===== src/rtl/lcd_pkg.sv =====
// Shared types, command codes and default 100 MHz timing for the HD44780 4-bit byte transmitter.
package lcd_pkg;

  typedef enum logic [2:0] {
    ST_POWERUP,
    ST_IDLE,
    ST_SETUP_H,
    ST_PULSE_H,
    ST_GAP_H,
    ST_SETUP_L,
    ST_PULSE_L,
    ST_WAIT
  } lcd_state_t;

  localparam logic [7:0] CMD_CLEAR     = 8'h01;
  localparam logic [7:0] CMD_HOME      = 8'h02;
  localparam logic [7:0] CMD_FUNC_4BIT = 8'h28;
  localparam logic [7:0] CMD_ENTRY     = 8'h06;
  localparam logic [7:0] CMD_DISP_ON   = 8'h0C;

  localparam int unsigned DEF_SETUP_CYC     = 4;
  localparam int unsigned DEF_PULSE_CYC     = 50;
  localparam int unsigned DEF_GAP_CYC       = 100;
  localparam int unsigned DEF_EXEC_CYC      = 4000;
  localparam int unsigned DEF_LONG_EXEC_CYC = 200000;
  localparam int unsigned DEF_INIT_CYC      = 500000;
  localparam int unsigned DEF_POWERUP_CYC   = 1500000;

  // Clear (0x01) and return-home (0x02/0x03) need the long execution time.
  function automatic logic is_long_cmd(input logic rs, input logic [7:0] data);
    return (!rs) && (data[7:2] == 6'd0) && (data != 8'd0);
  endfunction

  function automatic int unsigned max_u(input int unsigned a, input int unsigned b);
    return (a > b) ? a : b;
  endfunction

endpackage


===== src/rtl/lcd_delay_timer.sv =====
// Loadable down-counter; done is high on the cycle the count reaches 1, so a load of N spans N cycles.
module lcd_delay_timer #(
  parameter int unsigned WIDTH = 21
) (
  input  logic             clock,
  input  logic             load,
  input  logic [WIDTH-1:0] load_val,
  output logic             done
);

  logic [WIDTH-1:0] count_reg;

  // No separate reset: the owner reloads the counter on its own reset cycle.
  always_ff @(posedge clock) begin
    if (load) begin
      count_reg <= load_val;
    end else if (count_reg != '0) begin
      count_reg <= count_reg - WIDTH'(1);
    end
  end

  assign done = (count_reg == WIDTH'(1));

endmodule


===== src/rtl/lcd_byte_tx.sv =====
// HD44780 4-bit-mode byte transmitter: valid/ready byte in, timed RS/E/D7..D4 strobes out.
module lcd_byte_tx
  import lcd_pkg::*;
#(
  parameter int unsigned SETUP_CYC     = DEF_SETUP_CYC,
  parameter int unsigned PULSE_CYC     = DEF_PULSE_CYC,
  parameter int unsigned GAP_CYC       = DEF_GAP_CYC,
  parameter int unsigned EXEC_CYC      = DEF_EXEC_CYC,
  parameter int unsigned LONG_EXEC_CYC = DEF_LONG_EXEC_CYC,
  parameter int unsigned INIT_CYC      = DEF_INIT_CYC,
  parameter int unsigned POWERUP_CYC   = DEF_POWERUP_CYC
) (
  input  logic       clock,
  input  logic       reset,
  input  logic       in_valid,
  output logic       in_ready,
  input  logic       in_rs,
  input  logic [7:0] in_data,
  input  logic       in_nibble_only,
  output logic       lcd_rs,
  output logic       lcd_e,
  output logic [3:0] lcd_d,
  output logic       busy
);

  localparam int unsigned MAX_CYC = max_u(max_u(max_u(SETUP_CYC, PULSE_CYC), max_u(GAP_CYC, EXEC_CYC)),
                                          max_u(max_u(LONG_EXEC_CYC, INIT_CYC), POWERUP_CYC));
  localparam int unsigned CW = $clog2(MAX_CYC + 1);

  lcd_state_t    state_reg;
  logic [7:0]    data_reg;
  logic          nib_reg;
  logic          timer_load;
  logic [CW-1:0] timer_val;
  logic          timer_done;
  logic          accept;
  logic [CW-1:0] byte_wait;

  assign accept    = in_valid && in_ready;
  assign byte_wait = is_long_cmd(lcd_rs, data_reg) ? CW'(LONG_EXEC_CYC) : CW'(EXEC_CYC);

  // Timer reload happens on the same edge as the state change it times.
  always_comb begin
    timer_load = 1'b0;
    timer_val  = '0;
    if (reset) begin
      timer_load = 1'b1;
      timer_val  = CW'(POWERUP_CYC);
    end else begin
      case (state_reg)
        ST_IDLE: if (accept) begin
          timer_load = 1'b1;
          timer_val  = CW'(SETUP_CYC);
        end
        ST_SETUP_H, ST_SETUP_L: if (timer_done) begin
          timer_load = 1'b1;
          timer_val  = CW'(PULSE_CYC);
        end
        ST_PULSE_H: if (timer_done) begin
          timer_load = 1'b1;
          timer_val  = nib_reg ? CW'(INIT_CYC) : CW'(GAP_CYC);
        end
        ST_GAP_H: if (timer_done) begin
          timer_load = 1'b1;
          timer_val  = CW'(SETUP_CYC);
        end
        ST_PULSE_L: if (timer_done) begin
          timer_load = 1'b1;
          timer_val  = byte_wait;
        end
        default: ;
      endcase
    end
  end

  lcd_delay_timer #(.WIDTH(CW)) u_timer (
    .clock    (clock),
    .load     (timer_load),
    .load_val (timer_val),
    .done     (timer_done)
  );

  always_ff @(posedge clock) begin
    if (reset) begin
      state_reg <= ST_POWERUP;
      lcd_e     <= 1'b0;
      lcd_rs    <= 1'b0;
      lcd_d     <= 4'h0;
      in_ready  <= 1'b0;
      busy      <= 1'b1;
      data_reg  <= 8'h00;
      nib_reg   <= 1'b0;
    end else begin
      case (state_reg)
        ST_POWERUP: if (timer_done) begin
          state_reg <= ST_IDLE;
          in_ready  <= 1'b1;
          busy      <= 1'b0;
        end
        ST_IDLE: if (accept) begin
          state_reg <= ST_SETUP_H;
          in_ready  <= 1'b0;
          busy      <= 1'b1;
          lcd_rs    <= in_rs;
          lcd_d     <= in_data[7:4];
          data_reg  <= in_data;
          nib_reg   <= in_nibble_only;
        end
        ST_SETUP_H: if (timer_done) begin
          state_reg <= ST_PULSE_H;
          lcd_e     <= 1'b1;
        end
        ST_PULSE_H: if (timer_done) begin
          state_reg <= nib_reg ? ST_WAIT : ST_GAP_H;
          lcd_e     <= 1'b0;
        end
        // Low nibble only appears after the gap, never on the falling-E cycle.
        ST_GAP_H: if (timer_done) begin
          state_reg <= ST_SETUP_L;
          lcd_d     <= data_reg[3:0];
        end
        ST_SETUP_L: if (timer_done) begin
          state_reg <= ST_PULSE_L;
          lcd_e     <= 1'b1;
        end
        ST_PULSE_L: if (timer_done) begin
          state_reg <= ST_WAIT;
          lcd_e     <= 1'b0;
        end
        ST_WAIT: if (timer_done) begin
          state_reg <= ST_IDLE;
          in_ready  <= 1'b1;
          busy      <= 1'b0;
        end
        default: begin
          state_reg <= ST_POWERUP;
          lcd_e     <= 1'b0;
        end
      endcase
    end
  end

endmodule

===== config.mk =====
export PLATFORM = sky130hd
export DESIGN_NAME = lcd_byte_tx
export DESIGN_NICKNAME = d
export VERILOG_FILES = /design/src/rtl/lcd_pkg.sv /design/src/rtl/lcd_delay_timer.sv /design/src/rtl/lcd_byte_tx.sv
export SDC_FILE = /design/constraint.sdc
export NUM_CORES = 1
export LEC_CHECK = 0
export CAP_MARGIN = 15
export CORE_MARGIN = 2
export CORE_UTILIZATION = 40
export DETAILED_ROUTE_END_ITERATION = 8
export PLACE_DENSITY_LB_ADDON = 0.1
export SLEW_MARGIN = 0
export SYNTH_ARGS = -nofsm -noshare
export SYNTH_HDL_FRONTEND = slang
export SYNTH_HIERARCHICAL = 1
export SYNTH_SLANG_ARGS = --single-unit

===== constraint.sdc =====
create_clock -name clock -period 5.3 [get_ports clock]
set_input_delay 0.795 -clock clock [delete_from_list [all_inputs] [get_ports clock]]
set_output_delay 0.795 -clock clock [all_outputs]
set_load 0.02 [all_outputs]

== Word level (Yosys, flattened, before mapping) ==
Cells that the tools add are included.
Word-level totals
  output and inout port bits: 8
  bits of input ports: 13
  register bits after elaboration: 41
Operators by class
  multiplexer cells: 34
  reductions and logical operators: 21
  $add $sub $neg: 1
  eq/ne operators: 17
Operator list (count)
  $pmux W19 S5: 1
  $mux W21: 3
  $mux W19: 2
  $mux W18: 2
  $mux W3: 9
  $eq A21 B1 Y1 const B: 1
  $pmux W3 S7: 1
  $reduce_bool A21 Y1: 1
  $sub A21 B1 Y21 const B: 1
  $eq A3 B3 Y1 const B: 4
  $ne A2 B2 Y1 const B: 6
  $reduce_and A3 Y1: 3
  $mux W4: 2
  $pmux W1 S2: 4
  $pmux W4 S2: 1
  $reduce_bool A2 Y1: 4
  $reduce_bool A8 Y1: 1
  $mux W1: 7
  $reduce_and A7 Y1: 1
  $eq A3 B2 Y1 const B: 2
  $logic_not A6 Y1: 1
  $mux W6: 1
  $ne A2 B1 Y1 const B: 3
  $reduce_or A2 Y1: 3
  other kinds (7): 9

== Longest topological paths before layout ==
  depth after elaboration: 8
  mapped depth: 11
  depth with buffers taken out: 10

== Cells and area by module ==
Netlist, hierarchy kept.
By module, submodules not included
  lcd_delay_timer: instances 1, cells an instance 135, area each 1305.0 um^2, sequential area each 630.6 um^2
  lcd_byte_tx: instances 1, cells an instance 137, area each 1089.8 um^2, sequential area each 400.4 um^2

== Least setup slack after synthesis ==
No wires, ideal clock.
  path type: register to register
  start point: reg u_timer.count_reg[3]
  end point: reg u_timer.count_reg[0], enable pin
  stages on the path, launching flop included: 10
  data arrival time: 2953 ps
  slack: 1966 ps
  path buffers: 2
  clock period less this slack: 3334 ps
  setup time: 381 ps
  path through: edfxtp_1 or4_2 nor3_1 and2_1 o21ai_0 o21ai_0 clkbuf_1 clkinv_1 clkbuf_1 nand3_1
Between the ends
  longest elaborated chain between the ends: 5
  elaborated cells between the ends (all ways): 6
  those cells by class: eq/ne: 1; mux: 3; reduce/logical: 2
RTL lines
  from (decl): RTL line lcd_delay_timer.sv:11  | logic [WIDTH-1:0] count_reg;
  from (signal assigned): RTL line lcd_delay_timer.sv:16  | count_reg <= load_val;
  from (signal assigned): RTL line lcd_delay_timer.sv:18  | count_reg <= count_reg - WIDTH'(1);
  $eq A21 B1 Y1: RTL line lcd_delay_timer.sv:22  | assign done = (count_reg == WIDTH'(1));
  via timer_done: RTL line lcd_byte_tx.sv:35  | logic timer_done;
  $mux W1
  $pmux W1 S2: RTL line lcd_byte_tx.sv:50  | case (state_reg)
  $mux W1: RTL line lcd_byte_tx.sv:46  | if (reset) begin
  via timer_load: RTL line lcd_byte_tx.sv:33  | logic timer_load;
  $reduce_bool A2 Y1 (no line)
The timed path passes the listed nets, and every way through them passes these cells.
A chain may end at the register's enable or synchronous reset.

== Worst setup path after layout ==
  start point: reg u_timer.count_reg[3]
  end point: reg u_timer.count_reg[18], enable pin
The elaborated chain is that of the path after synthesis.

==> metrics <==
Top Family by Delay on Critical Path=simple AND/OR/NAND/NOR gates; Final Core Density=47.11%; slew margin rel.=40.49%; Wirelength per Cell=15.07 µm; most used flip-flop cell after synthesis=edfxtp_1; r2r worst-path depth=9; Max Cap Viol=0; setup ws final=1.193 ns; main area contributors after synthesis=edfxtp_1, dfxtp_1, o21ai_0; Synth cell types=52; DR iter-0 viols=115; Post-Syn Instances=272; global-route wire length before repair=9004 µm; required time of the critical path=5.29 ns; CP Data Arrival Time=4.10 ns; Post-DP Area=2670 µm²; largest net degree at the start of global routing=30; CP peak stage delay=0.69 ns; Peak Freq=243.5 MHz; die area=6622 µm²; Peak VDD IR=0.0001376 V; Clock Tree Buf Depth=2; critical path class=reg -> reg; RR Startpoint=u_timer/count_reg[3]; Num CTS Buffers=5; Synth async-reset ratio=0%; GPL Wtd Cong=0.7804; Clk Latency, worst-skew pair=0.29 ns; share of cells above drive strength 1=8.966%; CTS tree=yes; Setup TNS=0 ns; root buf cell=clkbuf_8; final std cells w/o fill=365; Hold WC Path Type=reg -> reg; ant diodes=0; #FFs+latches synth=41; Hold Crit Endpoint=busy; number of buffers added on ports=20; Die H=81.38 µm; number of vias per cell=5.748; FF-to-FF End=u_timer/count_reg[18]; top-area cell type share of the netlist area=26.33%; WP depth=9; Fillers=559; Post-synth EDFFs=21; slowest CP cell=or4_2; DRT antenna net count=0; unrepaired setup endpoints after global routing=no; cts hold-fix bufs=0; Final #Nets=305; minimum clock period=4.107 ns; GR Overflow Total=0; final hold vios=0; Power Density=236.6 nW/µm²; Die W=81.38 µm; H-Tree Depth=2; Rows=28; max-slew violation count=0; fin area=2756 µm²; Mean Syn Cell Area=8.804 µm²; via count=2,098; number of global-route vias before repair=1,849; leakage power=0.9213 nW; hpwl dp=3850 µm; synthesized area=2395 µm²; Final Cycle Share=77.50%; # clock sinks=41; pre-CTS WS=1.263 ns; Register Area=1031 µm²; Pre-antenna DRT Iters=4; WHS Path Cells=1; overall power=652.1 µW; CP Launch Type=register; multi-input combinational cell area=1285 µm²; CP Capture Type=register; initial antenna violation count=0; Starting Density=40.93%; Post-CTS Setup Repair Bufs=0; Worst Skew=0.009125 ns; post-synthesis sequential area ratio=43.05%; Worst Path Buf+Inv=3; DRC=0; Ys Warns=6; final WL=5501 µm; gr usage total=17.88%; r2r setup slk=1.19 ns; placed insts=357; max reg flops=21; CORE AREA=5851 µm²; WHS=0.4697 ns; measured slew at the worst slew-check pin=0.8914 ns; crit-path max FO=29; post-CTS sizing=0; area leader, netlist=edfxtp_1; Reg clk slew, reported paths=0.08 ns; area delta synth->final=15.10%; CP cell instances=or4_2 > nor3_1 > and2_1 > o21ai_0 > o21ai_1 > buf_4 > clkinv_1 > nand3_1 > buf_4; IO Pins=21; status=finished, final reports clean; Worst path most repeated cell=buf_4; final setup violation count=0; Worst Hold Launch=busy
logic make-up after synthesis:
kind of cell / after synthesis / synth area share [%]
xor+xnor: 12 / 4.389
fa+ha+maj: 3 / 1.568
other cells: 1 / 0.1566
simple gates: 112 / 26.02
compound gates: 72 / 18.23
buf+inv: 25 / 4.023
mux: 6 / 2.560
flops: 41 / 43.05
how the worst max path moves through the flow:
stage	slack (ns)	startpoint	end
floorplan	1.97	u_timer/count_reg[3]	u_timer/count_reg[0]
global placement	1.35	u_timer/count_reg[3]	u_timer/count_reg[7]
detailed placement	1.26	u_timer/count_reg[3]	u_timer/count_reg[5]
CTS	1.24	u_timer/count_reg[3]	u_timer/count_reg[18]
global route	0.83	u_timer/count_reg[9]	u_timer/count_reg[18]
finish	1.19	u_timer/count_reg[3]	u_timer/count_reg[18]
worst reg2reg max path, cell delays in order, from the launching register on:
cell,delay [ns]
edfxtp_1,0.47
or4_2,0.69
nor3_1,0.25
and2_1,0.40
o21ai_0,0.23
o21ai_1,0.17
buf_4,0.28
clkinv_1,0.45
nand3_1,0.55
buf_4,0.31
cells in the mapped netlist (2+ instances only):
| master | number |
|---|---|
| a21oi_1 | 16 |
| nand4_1 | 2 |
| or3_1 | 5 |
| mux2i_1 | 5 |
| nand4b_1 | 2 |
| a221oi_1 | 4 |
| buf_2 | 2 |
| xnor2_1 | 4 |
| or4_2 | 4 |
| xor2_1 | 8 |
| nor2_1 | 22 |
| clkbuf_1 | 15 |
| a31oi_1 | 6 |
| nor4_1 | 3 |
| nand3b_1 | 2 |
| nand2_1 | 22 |
| inv_1 | 7 |
| nand3_1 | 16 |
| or4_4 | 2 |
| nor2b_1 | 3 |
| edfxtp_1 | 21 |
| nor3_1 | 11 |
| o31ai_1 | 4 |
| nor4bb_1 | 2 |
| o21ai_0 | 29 |
| dfxtp_1 | 20 |
| ha_1 | 3 |
| or4_1 | 5 |
| o211ai_1 | 4 |
routing by layer:
layer | GRT usage [%] | share of wire, % | vias up
met1 | 26.24 | 51 | 997
met4 | 5.593 | 1.5 | 0
met5 | 0 | 0 | -
met3 | 3.333 | 4.3 | 7
li1 | - | - | 1046
met2 | 26.48 | 43 | 48
where the power goes:
group / internal (mW) / leakage [nW] / total [mW] / switching [mW]
clock: 0.0910 / 0.0439 / 0.204 / 0.113
combinational: 0.0357 / 0.485 / 0.0772 / 0.0415
sequential: 0.352 / 0.393 / 0.371 / 0.0192
total: 0.479 / 0.921 / 0.652 / 0.173
layout by cell type (no fill, tap or decap), drive strengths merged, types with 5 or more instances in the layout:
cell type | synthesis | layout
nand3 | 16 | 16
o21ai | 29 | 29
or4 | 11 | 11
or3 | 6 | 6
a21oi | 16 | 16
edfxtp | 21 | 21
mux2i | 5 | 5
clkdlybuf4s50 | 0 | 20
a31oi | 6 | 6
dfxtp | 20 | 20
nor2 | 22 | 22
nand2 | 22 | 22
clkbuf | 15 | 5
xor2 | 8 | 8
nor3 | 11 | 11
inv | 7 | 7
area by class of cell:
cell class / instances / area share, %
clock buffer: 5 / 2.497
multi-input combinational: 209 / 46.62
clock inverter: 3 / 0.6355
tap: 75 / 3.404
sequential: 41 / 37.40
inverter: 8 / 1.089
timing repair buffer: 24 / 8.352
Power figures use the tool's default switching activity.
